==> src/rtl/pulse_stretch_gen.sv <==
// Rebuilds a clean level pulse of fixed width from 1-cycle ticks, with an enforced
// minimum low gap and a single-entry pending slot so a tick during the gap is not lost.
//
// state  | meaning
// S_IDLE | waiting for a tick, level low
// S_HIGH | level held high, cnt counts remaining high cycles
// S_GAP  | enforced low gap, cnt counts remaining gap cycles, one tick may be pending
module pulse_stretch_gen #(
  parameter int unsigned HIGH_CYCLES = 4,
  parameter int unsigned LOW_CYCLES  = 2,
  parameter bit          RETRIGGER   = 1'b0,
  parameter int unsigned CNT_W       = 8
) (
  input  logic             clk_i,
  input  logic             reset_i,
  input  logic             tick_i,
  output logic             level_o,
  output logic             busy_o,
  output logic             dropped_o,
  output logic [CNT_W-1:0] pulse_count_o
);

  localparam logic [1:0] S_IDLE = 2'd0;
  localparam logic [1:0] S_HIGH = 2'd1;
  localparam logic [1:0] S_GAP  = 2'd2;

  localparam logic [CNT_W-1:0] HIGH_LOAD = CNT_W'(HIGH_CYCLES - 1);
  localparam logic [CNT_W-1:0] LOW_LOAD  = (LOW_CYCLES == 0) ? '0 : CNT_W'(LOW_CYCLES - 1);

  logic [1:0]       state_q, state_d;
  logic [CNT_W-1:0] cnt_q, cnt_d;
  logic [CNT_W-1:0] count_q, count_d;
  logic             pend_q, pend_d;
  logic             pend_nxt;
  logic             drop_d;
  logic             level_q, busy_q, dropped_q;

  always_comb begin
    state_d  = state_q;
    cnt_d    = cnt_q;
    count_d  = count_q;
    pend_d   = pend_q;
    pend_nxt = pend_q;
    drop_d   = 1'b0;
    case (state_q)
      S_IDLE: begin
        if (tick_i) begin
          state_d = S_HIGH;
          cnt_d   = HIGH_LOAD;
          count_d = count_q + 1'b1;
        end
      end
      S_HIGH: begin
        if (tick_i && RETRIGGER) begin
          cnt_d = HIGH_LOAD;
        end else begin
          drop_d = tick_i;
          if (cnt_q == '0) begin
            if (LOW_CYCLES == 0) begin
              state_d = S_IDLE;
              cnt_d   = '0;
            end else begin
              state_d = S_GAP;
              cnt_d   = LOW_LOAD;
            end
          end else begin
            cnt_d = cnt_q - 1'b1;
          end
        end
      end
      S_GAP: begin
        // A tick on the last gap cycle still lands in the pending slot and launches at once.
        pend_nxt = pend_q | tick_i;
        drop_d   = tick_i & pend_q;
        if (cnt_q == '0) begin
          pend_d = 1'b0;
          if (pend_nxt) begin
            state_d = S_HIGH;
            cnt_d   = HIGH_LOAD;
            count_d = count_q + 1'b1;
          end else begin
            state_d = S_IDLE;
          end
        end else begin
          cnt_d  = cnt_q - 1'b1;
          pend_d = pend_nxt;
        end
      end
      default: begin
        state_d = S_IDLE;
        cnt_d   = '0;
        pend_d  = 1'b0;
      end
    endcase
  end

  always_ff @(posedge clk_i) begin
    if (reset_i) begin
      state_q   <= S_IDLE;
      cnt_q     <= '0;
      count_q   <= '0;
      pend_q    <= 1'b0;
      level_q   <= 1'b0;
      busy_q    <= 1'b0;
      dropped_q <= 1'b0;
    end else begin
      state_q   <= state_d;
      cnt_q     <= cnt_d;
      count_q   <= count_d;
      pend_q    <= pend_d;
      level_q   <= (state_d == S_HIGH);
      busy_q    <= (state_d != S_IDLE);
      dropped_q <= drop_d;
    end
  end

  assign level_o       = level_q;
  assign busy_o        = busy_q;
  assign dropped_o     = dropped_q;
  assign pulse_count_o = count_q;

endmodule

==> config.mk <==
export PLATFORM = sky130hd
export DESIGN_NAME = pulse_stretch_gen
export DESIGN_NICKNAME = d
export VERILOG_FILES = /design/src/rtl/pulse_stretch_gen.sv
export SDC_FILE = /design/constraint.sdc
export NUM_CORES = 1
export LEC_CHECK = 0
export ABC_AREA = 1
export BUFFER_PORTS_ARGS = -buffer_cell sky130_fd_sc_hd__buf_2
export CAP_MARGIN = 10
export CORE_MARGIN = 2
export CORE_UTILIZATION = 61
export DETAILED_ROUTE_END_ITERATION = 10
export PLACE_DENSITY = 0.89
export SYNTH_ARGS = -nofsm -noshare
export SYNTH_HDL_FRONTEND = slang
export SYNTH_SLANG_ARGS = --single-unit
==> constraint.sdc <==
create_clock -name clk_i -period 2.9 [get_ports clk_i]
set_clock_uncertainty 0.05 [all_clocks]
set_input_delay 0.145 -clock clk_i [delete_from_list [all_inputs] [get_ports clk_i]]
set_output_delay 0.145 -clock clk_i [all_outputs]
set_load 0.01 [all_outputs]
== Yosys cells after proc, flatten, opt, wreduce, memory -nomap -nowiden ==
Cells that the tools add are included.

* Register bits after elaboration: 22

* $add $sub $neg: 2
* Eq/ne operators: 7
* Multiplexer cells: 17
* Bitwise logic cells: 2
* Reduce and logical (&&, ||, !) cells: 7

{| class="wikitable"
|+ Operators with widths
! kind !! number
|-
| $mux W8 || 7
|-
| $pmux W8 S3 || 1
|-
| $pmux W8 S2 || 1
|-
| $add A8 B1 Y8 const B || 1
|-
| $logic_not A8 Y1 || 1
|-
| $sub A8 B1 Y8 const B || 1
|-
| $mux W2 || 3
|-
| $ne A2 B2 Y1 const B || 3
|-
| $pmux W2 S3 || 1
|-
| $eq A2 B1 Y1 const B || 2
|-
| $pmux W1 S2 || 2
|-
| $reduce_and A4 Y1 || 1
|-
| $reduce_bool A2 Y1 || 2
|-
| $ne A3 B3 Y1 const B || 1
|-
| $eq A2 B2 Y1 const B || 1
|-
| $logic_not A2 Y1 || 1
|-
| $mux W1 || 2
|-
| $reduce_and A2 Y1 || 1
|-
| $reduce_or A2 Y1 || 1
|-
| $and A1 B1 Y1 || 1
|-
| $or A1 B1 Y1 || 1
|}

== Logic depth before layout (Yosys ltp) ==
Gate-level depths: netlist of the first run.

* Word-level depth: 5
* Gate-level depth with buffers: 11
* Mapped depth without buffers: 11

== Least setup slack after synthesis of the first run ==
OpenSTA, ideal clock, no wires.

* Path kind: register to register
* Start point: register state_q[0]
* End point: register cnt_q[5]
* Arrival time: 1404 ps
* Slack: 1380 ps
* Stages on the path, launching flop included: 9
* Period minus slack after synthesis: 1520 ps
* Cell sequence: dfxtp_1 inv_1 ha_1 inv_1 nor2_1 inv_1 nand2_4 or2_2 a21oi_2

* Cells in the longest elaborated chain, start to end: 3

{| class="wikitable"
|+ Ends and longest elaborated chain
! element !! line !! text
|-
| from (decl) || 30 || <nowiki>logic [1:0] state_q, state_d;</nowiki>
|-
| from (signal assigned) || 107 || <nowiki>state_q <= state_d;</nowiki>
|-
| $eq A2 B2 Y1 or $logic_not A2 Y1 (tied branches) || 45 || <nowiki>case (state_q)</nowiki>
|-
| $ne A3 B3 Y1 (no source line) or $ne A2 B2 Y1 (tied branches) || n/a ||
|-
| $reduce_and A2 Y1 (no source line) || n/a ||
|-
| to (signal assigned) || 108 || <nowiki>cnt_q <= cnt_d;</nowiki>
|-
| to (decl) || 31 || <nowiki>logic [CNT_W-1:0] cnt_q, cnt_d;</nowiki>
|}

Parallel ways exist; a longest one is shown, timed or not.
A chain may end at the register's enable or synchronous reset.

== Worst setup path after layout of the first run ==
* Start point: register state_q[1]
* End point: register cnt_q[4]

The elaborated chain is that of the path after synthesis.

==> run_results.csv, run 1 <==
group,metric,value,unit
worst_setup_path,crit_type,"reg2reg",
worst_setup_path,crit_arrival,1.99,ns
run_status,outcome,"finished clean",
place,port_buffers,13,
global_route,grt-ovfl-total,0,
clocking,cts_tree,"built",
timing,period_minus_slack,1.788,ns
timing,rsz0062_at_grt,"no",
worst_setup_path,startpoint,"state_q[1]",
synthesis,synthesis.nets,195,
synthesis,yosysTopAreaCellShare,0.3321,
timing,setup_viol,0,
detailed_routing,first_pass_iters,4,
place,place_inst,224,
detailed_routing,antenna_left,0,
detailed_routing,top_layer,"met4",
synthesis,synthCells,185,
clocking,cts-hold-fix-buffers,0,
worst_hold_path,min_path_cells,3,
global_route,grt_use_total,0.2691,
worst_setup_path,cpMostUsedCell,"inv_1",
floorplanning,die_w,50.63,microns
clocking,cts_num_sinks,22,
worst_setup_path,rr_endpoint,"cnt_q[4]",
worst_setup_path,cp.required,3.11,ns
clocking,htreeDepth,1,
timing,drv_slew,0,
detailed_routing,drt_iter0_drc,35,
floorplanning,dieArea,2563,sq um
timing,fin_crit_sh,0.6164,
place,globalplace.congestion,0.8473,
flow_run,drv_cap,0,
finish,layout_commonest_cell,"nand2_1",
synthesis,synth_top_area_cell,"dfxtp_1",
synthesis,syn_area_per_cell,7.169,sq um
power,max-vdd-ir-drop,0.5551,mV
power,leakagePower,0.6905,nW
synthesis,syn_area,1326,sq um
global_route,grt_max_degree,13,
timing,max_freq,0.5594,GHz
clocking,ctsResizeCount,0,
synthesis,ys_seq_area_frac,0.3321,
power,power-per-cell-area,955.1,nW/um^2
worst_setup_path,setup.worst_path.end,"cnt_q[4]",
floorplanning,fp-row-count,16,
finish,final_cell_count_no_fill,228,
timing,tightest_slew,0.4231,ns
finish,layout_common_cells,"nand2_1 (44), nor2_1 (24), dfxtp_1 (22)",
clocking,cts_buffer_depth,2,
detailed_routing,met1Wirelength,1272,microns
finish,antenna_cells,0,
detailed_routing,wl_met2,1558,microns
worst_setup_path,start_kind,"flip-flop",
floorplanning,core_area,2002,sq um
worst_setup_path,r2r_cells,10,
power,power,1.392,mW
floorplanning,die_h,50.63,microns
global_route,grt_pass1_wl,5306,microns
detailed_routing,vias,1246,
detailed_routing,wl_met3,132,microns
timing,hold_viol,0,
detailed_routing,wl_per_cell,13.21,microns
global_route,antenna_found_initial,0,
worst_setup_path,r2r_setup_slack,1.11,ns
worst_setup_path,slowest_stage,"dfxtp_1",
synthesis,yosys_warnings,0,
worst_setup_path,cp-end-kind,"flip-flop",
place,place_hpwl,2287,microns
worst_setup_path,path_max_fanout,8,
finish,drive_above_1_share,0.2040,
clocking,clk_root_buffer_cell,"clkbuf_4",
clocking,cts_setup_buffers,0,
finish,area_growth,9.906,%
worst_hold_path,hp-class,"in2reg",
synthesis,ys_types,29,
timing,slew_headroom,0.7169,
clocking,cts_buffers,3,
synthesis,ys_ff_latch,22,
worst_setup_path,r2r-start,"state_q[1]",
worst_setup_path,max_stage_delay,0.37,ns
floorplanning,ios,14,
clocking,clk_pin_slew,0.13,ns
finish,finalNetCount,212,
detailed_routing,avgViaCountPerCell,5.465,
worst_setup_path,crit_chain,"inv_1 -> ha_1 -> inv_1 -> nor2_1 -> inv_1 -> nand2_4 -> inv_4 -> nand2_1 -> nand2_1 -> a21oi_2",
detailed_routing,totalWireLength,3013,microns
global_route,grt_pass1_vias,1236,
timing,timing.setup.tns,0,ns
synthesis,netlist_top_cells_area,"dfxtp_1 (33%), nand2_1 (12%), nor2_1 (6.8%)",
detailed_routing,drc,0,
floorplanning,start_util,0.6625,
clocking,clk_latency,0.31,ns
==> critical path, delay by kind of cell (launching register included) <==
| family | cells | cell delay [ns] |
|---|---|---|
| DFF | 1 | 0.37 |
| buffers and inverters | 4 | 0.45 |
| and+or+nand+nor | 4 | 0.53 |
| adders and majority gates | 1 | 0.25 |
| AOI/OAI and AO/OA | 1 | 0.10 |
==> report_power, final <==
group          switching, mW  internal, mW  leakage, nW  total (mW)
registers             0.0629         0.375        0.180       0.438
logic                  0.512         0.271        0.490       0.782
clock network         0.0955        0.0766       0.0210       0.172
total                  0.670         0.722        0.691        1.39
==> flip-flops by register name, indices dropped and copies added, names as in the netlist <==
signal / count
busy_o: 1
cnt_q: 8
dropped_o: 1
level_o: 1
pend_q: 1
pulse_count_o: 8
state_q: 2
==> per-stage QoR <==
stage,util,instance area [sq um],hold WS [ns],setup WS (ns)
floorplan,-,1326,0.2431,1.380
global placement,0.7100,1421,0.3962,1.269
detailed placement,0.7100,1421,0.3994,1.171
CTS,0.7281,1458,0.06008,1.132
global route,0.7281,1458,0.07682,0.8985
finish,0.7281,1458,0.06975,1.112
==> routing by layer <==
layer	track usage	vias up
li1	-	625
met1	0.3234	565
met2	0.4825	48
met3	0.02976	8
met4	0.1126	0
met5	0	-
==> worst min-delay path by stage <==
stage | slack [ns] | end | from
detailed placement | 0.40 | dropped_o | tick_i
CTS | 0.06 | dropped_o | tick_i
global placement | 0.40 | dropped_o | tick_i
finish | 0.07 | dropped_o | tick_i
floorplan | 0.24 | dropped_o | tick_i
global route | 0.08 | dropped_o | tick_i
==> synth_stat cells, drive strengths merged <==
| cell | instances |
|---|---|
| nand2 | 50 |
| nor2 | 30 |
| dfxtp | 22 |
| inv | 20 |
| a21oi | 14 |
| o21ai | 10 |
| nand3 | 9 |
| ha | 7 |
| nand4 | 4 |
| xor2 | 4 |
| nor3 | 3 |
| or2 | 3 |
| clkinv | 2 |
| xnor2 | 2 |
| a211oi | 1 |
| a31oi | 1 |
| clkbuf | 1 |
| o211ai | 1 |
| o21bai | 1 |
==> cells by family after synthesis <==
logic type / synth area share
DFF: 0.3321
and+or+nand+nor: 0.3660
xor gates and xnor gates: 0.03962
adders and majority gates: 0.06603
AOI/OAI and AO/OA: 0.1236
buffers and inverters: 0.07263
==> cell type report <==
type	count	area [sq um]
repair buffers	13	65.06
multi-input cells	140	789.5
fillers	164	544.3
well taps	27	33.78
inverters	22	92.59
flip-flops and latches	22	440.4
clock buffers	4	36.28
No activity file was read; power rests on OpenSTA's default activity.
==> run 2, diff against run 1 <==
--- a/config.mk
+++ b/config.mk
@@ -9,9 +9,9 @@
 export BUFFER_PORTS_ARGS = -buffer_cell sky130_fd_sc_hd__buf_2
 export CAP_MARGIN = 10
 export CORE_MARGIN = 2
-export CORE_UTILIZATION = 61
+export CORE_UTILIZATION = 57
 export DETAILED_ROUTE_END_ITERATION = 10
-export PLACE_DENSITY = 0.89
+export PLACE_DENSITY = 0.85
 export SYNTH_ARGS = -nofsm -noshare
 export SYNTH_HDL_FRONTEND = slang
 export SYNTH_SLANG_ARGS = --single-unit
==> constraint.sdc (replaced) <==
create_clock -name clk_i -period 1.7 [get_ports clk_i]
set_clock_uncertainty 0.05 [all_clocks]
set_input_delay 0.085 -clock clk_i [delete_from_list [all_inputs] [get_ports clk_i]]
set_output_delay 0.085 -clock clk_i [all_outputs]
set_load 0.01 [all_outputs]
==> run 2 against run 1 <==
Compared with the run above: critical path depth is 1 lower; clock power grew 140%; setup slack lost 1.0 ns; combinational power up 83%; sequential share of layout area down 1.3 points; die area grew 6.4%; total power is 86% higher; wire length rose by 1.7%; non-clock buffer count up 4; cell count rose by 2.2%; hold slack worse by 0.033 ns; via count grew 1.9%.
==> run_results.csv, run 2 (synthesis results as in run 1) <==
group,metric,value,unit
power,max-vdd-ir-drop,1.390,mV
worst_setup_path,cp-end-kind,"flip-flop",
finish,layout_commonest_cell,"nand2_1",
power,power,2.594,mW
power,power_frac_comb,0.552,
flow_run,drv_cap,0,
global_route,grt_pass1_wl,5237,microns
floorplanning,ios,14,
power,p_sw_frac,0.4589,
power,clockPowerShare,0.158,
detailed_routing,wl_met2,1524,microns
worst_setup_path,cp.required,1.87,ns
detailed_routing,totalWireLength,3063,microns
detailed_routing,met1Wirelength,1279,microns
timing,fin_ws,0.07186,ns
detailed_routing,vias,1270,
place,pre_cts_ws,0.008202,ns
worst_setup_path,start_kind,"flip-flop",
power,p_seq_frac,0.290,
worst_hold_path,hp-class,"in2reg",
floorplanning,dieArea,2729,sq um
timing,period_minus_slack,1.628,ns
detailed_routing,drt_iter0_drc,45,
power,p_int,1.404,mW
worst_setup_path,crit_arrival,1.80,ns
power,power-per-cell-area,1695,nW/um^2
worst_setup_path,max_stage_delay,0.36,ns
detailed_routing,wl_per_cell,13.15,microns
floorplanning,fp-row-count,17,
floorplanning,die_h,52.24,microns
timing,rsz0062_at_grt,"yes",
finish,finalNetCount,216,
global_route,antenna_found_initial,0,
timing,slew_headroom,0.7400,
power,leakagePower,0.7149,nW
detailed_routing,antenna_left,0,
timing,max_freq,0.6142,GHz
worst_setup_path,path_buf_inv,2,
worst_setup_path,cpMostUsedCell,"nand2_1",
place,port_buffers,13,
clocking,cts_buffer_depth,2,
worst_setup_path,path_max_fanout,7,
run_status,outcome,"finished clean",
detailed_routing,drc,0,
detailed_routing,avgViaCountPerCell,5.451,
timing,fin_crit_sh,0.9577,
timing,hold_viol,0,
global_route,grt-ovfl-total,0,
worst_setup_path,slowest_stage,"dfxtp_1",
finish,antenna_cells,0,
timing,setup_viol,0,
global_route,grt_max_degree,14,
global_route,grt_pass1_vias,1173,
global_route,grt_use_total,0.2619,
finish,layout_common_cells,"nand2_1 (44), nor2_1 (23), dfxtp_1 (20)",
timing,drv_slew,0,
clocking,clk_root_buffer_cell,"clkbuf_4",
timing,tightest_slew,0.3886,ns
clocking,htreeDepth,1,
detailed_routing,first_pass_iters,4,
clocking,clk_pin_slew,0.13,ns
clocking,cts_num_sinks,22,
finish,area_growth,15.38,%
detailed_routing,top_layer,"met4",
place,place_hpwl,2123,microns
clocking,cts_buffers,3,
place,globalplace.congestion,0.9900,
floorplanning,start_util,0.5995,
detailed_routing,wl_met3,135,microns
floorplanning,die_w,52.24,microns
worst_setup_path,crit_type,"reg2reg",
finish,drive_above_1_share,0.2585,
floorplanning,core_area,2212,sq um
worst_setup_path,critPathTopFamily,"simple AND/OR/NAND/NOR gates",
worst_setup_path,crit_chain,"inv_2 -> ha_1 -> nand2_2 -> nor2_8 -> buf_4 -> o211ai_1 -> nand2_1 -> nand2_1 -> nand2_1",
clocking,cts_tree,"built",
power,net-switching-power,1.190,mW
clocking,clk_latency,0.33,ns
-- run 2: cell types whose count changed in the layout (fill, tap and decap cells not counted), sizes merged --
cell / delta
buf: +3
bufinv: +1
dlygate4sd3: +1
clkbuf: -1
-- run 2: worst paths after layout --
kind / startpoint / endpoint / slack (ns) / cells past startpoint
worst max register to register: cnt_q[0] / busy_o / 0.07 / 9
worst min-delay path: tick_i / dropped_o / 0.04 / 3
worst min register to register: cnt_q[0] / cnt_q[0] / 0.46 / 2
worst max-delay path: cnt_q[0] / busy_o / 0.07 / 9
-- run 2: what timing repair did --
action	in CTS	in global routing
hold endpoints to repair	1	0
setup endpoints to repair	12	16
pin swaps	0	2
resized for setup	2	9
setup buffers	0	2
hold buffers	1	0
-- run 2: area by class of cell --
class,count,area (sq um)
tap,28,35.03
clock inverter,1,30.03
multi-input combinational,140,809.5
timing repair buffer,17,97.59
inverter,22,92.59
clock buffer,3,22.52
sequential,22,442.9
fill,176,681.9
-- run 2: metal layers --
layer | up-vias | track usage
met1 | 583 | 0.3048
met5 | - | 0
met3 | 13 | 0.05429
li1 | 633 | -
met4 | 0 | 0.1410
met2 | 41 | 0.4473
-- run 2: power by group through the flow --
stage	logic (mW)	clock network, mW	registers [mW]
global route	1.59	0.440	0.768
floorplan	1.04	0	0.751
CTS	1.32	0.415	0.746
finish	1.43	0.410	0.752
detailed placement	1.29	0	0.753
global placement	1.25	0	0.742
-- run 2: through the flow --
step / util / hold slack [ns] / instances / cell area (sq um) / TNS (ns)
6_report: 0.6917 / 0.03657 / 233 / 1530 / 0
5_1_grt: 0.6917 / 0.04736 / 233 / 1530 / -0.01294
4_1_cts: 0.6765 / 0.01244 / 231 / 1496 / 0
3_5_place_dp: 0.6465 / 0.3477 / 226 / 1430 / 0
3_3_place_gp: 0.6465 / 0.3401 / 226 / 1430 / 0
2_1_floorplan: - / 0.1831 / 185 / 1326 / 0
-- run 2: worst reg2reg max path: stages, from the launching register on --
cell and delay (ns):
dfxtp_1 0.36, inv_2 0.07, ha_1 0.20, nand2_2 0.13, nor2_8 0.07, buf_4 0.14
o211ai_1 0.22, nand2_1 0.10, nand2_1 0.13, nand2_1 0.06
==> run 3, diff against run 2 <==
--- a/config.mk
+++ b/config.mk
@@ -5,13 +5,13 @@
 export SDC_FILE = /design/constraint.sdc
 export NUM_CORES = 1
 export LEC_CHECK = 0
-export ABC_AREA = 1
+export ABC_AREA = 0
 export BUFFER_PORTS_ARGS = -buffer_cell sky130_fd_sc_hd__buf_2
 export CAP_MARGIN = 10
-export CORE_MARGIN = 2
 export CORE_UTILIZATION = 57
 export DETAILED_ROUTE_END_ITERATION = 10
 export PLACE_DENSITY = 0.85
+export SLEW_MARGIN = 20
 export SYNTH_ARGS = -nofsm -noshare
 export SYNTH_HDL_FRONTEND = slang
 export SYNTH_SLANG_ARGS = --single-unit
==> run 3 against run 2 <==
Compared with the run above: largest cell class unchanged; die area is 10% lower; via count rose by 17%; critical path depth down 1; total power decreased by 22%; the run now ends with negative setup slack left; maximum frequency is 15% lower; area after synthesis is 3.1% lower; first-iteration DRC count grew to 2.8 times the previous value; sequential share of layout area shrank 4.0 points.
==> run_results.csv, run 3 <==
group,metric,value,unit
synthesis,syn_area,1285,sq um
place,port_buffers,13,
clocking,clk_pin_slew,0.14,ns
global_route,grt-ovfl-total,0,
global_route,grt_pass1_wl,7107,microns
run_status,violations,"negative setup slack",
synthesis,synthAdderAreaFrac,0.06816,
power,leakagePower,0.7290,nW
global_route,antenna_found_initial,0,
synthesis,synthCells,149,
detailed_routing,avgViaCountPerCell,6.875,
synthesis,synth-main-ff-cell,"dfxtp_1",
clocking,cts_buffer_depth,2,
synthesis,netlist_top_cells_area,"dfxtp_1 (34%), ha_1 (6.8%), a21oi_1 (6.2%)",
detailed_routing,totalWireLength,5088,microns
timing,fin_crit_sh,1.131,
floorplanning,start_util,0.6293,
worst_setup_path,crit_type,"reg2reg",
timing,period_minus_slack,1.922,ns
power,max-vdd-ir-drop,1.041,mV
synthesis,synthesis.nets,159,
clocking,clk_root_buffer_cell,"clkbuf_4",
clocking,cts_num_sinks,22,
clocking,clk_latency,0.32,ns
finish,drive_above_1_share,0.4656,
global_route,grt_max_degree,23,
worst_setup_path,path_max_fanout,7,
worst_setup_path,crit_chain,"inv_2 -> ha_4 -> nor4b_4 -> buf_4 -> o2111ai_4 -> a21oi_1 -> xnor2_1 -> nor2_1",
worst_setup_path,crit_arrival,2.07,ns
detailed_routing,drt_iter0_drc,127,
place,place_hpwl,2266,microns
timing,slew_headroom,0.6879,
synthesis,yosys_warnings,0,
synthesis,synth_most_common_cell,"dfxtp_1",
timing,rsz0062_at_grt,"yes",
worst_setup_path,critPathTopFamily,"compound AO/OA/AOI/OAI gates",
power,power,2.011,mW
global_route,grt_pass1_vias,1491,
synthesis,synth_top_area_cell,"dfxtp_1",
floorplanning,core_area,2042,sq um
place,globalplace.congestion,0.9430,
detailed_routing,wl_per_cell,23.56,microns
timing,fin_ws,-0.2222,ns
synthesis,synth_xor_area_frac,0.04771,
synthesis,ys_ff_latch,22,
synthesis,synth_top_family_by_area,"compound AO/OA/AOI/OAI gates",
clocking,cts_buffers,3,
clocking,htreeDepth,1,
floorplanning,ios,14,
power,p_seq_frac,0.324,
power,p_int,1.188,mW
timing,max_freq,0.5203,GHz
finish,layout_commonest_cell,"buf_4",
global_route,grt_use_total,0.3875,
detailed_routing,vias,1485,
place,pre_cts_ws,-0.09971,ns
synthesis,synth_mux_area_frac,0,
timing,hold_viol,0,
timing,drv_slew,0,
worst_setup_path,cp-end-kind,"flip-flop",
worst_setup_path,max_stage_delay,0.36,ns
floorplanning,dieArea,2448,sq um
power,power_frac_comb,0.525,
timing,timing.setup.tns,-2.451,ns
finish,finalNetCount,200,
synthesis,synth_compound_area_frac,0.2580,
power,net-switching-power,0.8231,mW
finish,layout_common_cells,"buf_4 (26), dfxtp_1 (18), nor2_1 (16)",
synthesis,async_flop_share,0,
worst_setup_path,cp.required,1.84,ns
finish,antenna_cells,0,
power,power-per-cell-area,1116,nW/um^2
clocking,cts-hold-fix-buffers,0,
finish,final_cell_count_no_fill,216,
synthesis,ys_types,43,
detailed_routing,drc,0,
synthesis,ys_seq_area_frac,0.3427,
timing,tightest_slew,0.4664,ns
detailed_routing,first_pass_iters,5,
worst_setup_path,path_buf_inv,2,
timing,setup_viol,20,
synthesis,syn_area_per_cell,8.624,sq um
finish,final_core_utilization,0.8830,
synthesis,synth_edf_count,0,
synthesis,synthTopCellsByCount,"dfxtp_1 (22), a21oi_1 (16), nor2_1 (16)",
clocking,cts_tree,"built",
flow_run,drv_cap,0,
detailed_routing,antenna_left,0,
worst_setup_path,slowest_stage,"dfxtp_2",
place,place_inst,205,
synthesis,synth_simple_gate_area_frac,0.2230,
floorplanning,die_h,49.48,microns
floorplanning,fp-row-count,16,
worst_hold_path,hp-class,"in2reg",
power,clockPowerShare,0.151,
run_status,outcome,"finished with violations",
synthesis,yosysTopAreaCellShare,0.3427,
finish,area_growth,40.31,%
power,p_sw_frac,0.4092,
worst_setup_path,start_kind,"flip-flop",
floorplanning,die_w,49.48,microns
## run 3: changes by cell type after synthesis, moves of 5 or more
cell,change
nor2_2,-5
nand2_1,-34
xnor2_1,+5
a21oi_1,+6
inv_1,-10
nor2_1,-8
## run 3: metrics by stage
step | instance area, sq um | hold slack (ns)
floorplan | 1301 | 0.1283
global placement | 1521 | 0.3676
global route | 1803 | 0.04349
detailed placement | 1521 | 0.3888
finish | 1803 | 0.05838
CTS | 1689 | 0.05777
## run 3: worst min-delay path, cell delays in order
cell and delay (ns):
buf_2 0.18, nand2_1 0.10, nor3_1 0.04
## run 3: final timing paths
| check | slack, ns | end | cells past startpoint | from |
|---|---|---|---|---|
| setup reg to reg | -0.22 | pulse_count_o[4] | 8 | cnt_q[0] |
| hold / removal | 0.06 | dropped_o | 3 | tick_i |
| hold reg to reg | 0.47 | cnt_q[4] | 2 | cnt_q[4] |
| setup / recovery | -0.22 | pulse_count_o[4] | 8 | cnt_q[0] |
## run 3: layout make-up
class,count,area [sq um]
multi-input cells,113,947.2
well taps,27,33.78
fillers,86,239.0
flip-flops and latches,22,450.4
repair buffers,42,297.8
inverters,8,37.54
clock buffers,4,36.28
## run 3: cells by family after synthesis
| kind of cell | Yosys count |
|---|---|
| simple gates | 52 |
| compound gates | 46 |
| flops | 22 |
| buf+inv | 15 |
| xor+xnor | 7 |
| fa+ha+maj | 7 |
## run 3: repair_timing
action | in CTS | in global routing
pin swaps | 8 | 12
setup endpoints to repair | 15 | 20
endpoints found under the hold margin | 0 | 0
resized for setup | 23 | 21
setup buffers | 5 | 5
cloned | 1 | 0
## run 3: power by group through the flow
| stage | sequential (mW) | combinational, mW | clock [mW] |
|---|---|---|---|
| 2_1_floorplan | 0.644 | 0.456 | 0 |
| 3_3_place_gp | 0.634 | 0.714 | 0 |
| 3_5_place_dp | 0.637 | 0.749 | 0 |
| 4_1_cts | 0.636 | 0.844 | 0.293 |
| 5_1_grt | 0.658 | 1.09 | 0.320 |
| 6_report | 0.652 | 1.06 | 0.303 |
## run 3: layer usage
metal | up-vias | share of wire | track usage
met3 | 52 | 0.096 | 0.07716
met1 | 682 | 0.35 | 0.4046
met5 | - | 0 | 0.02381
met2 | 134 | 0.47 | 0.6849
li1 | 617 | - | -
met4 | 0 | 0.086 | 0.2762
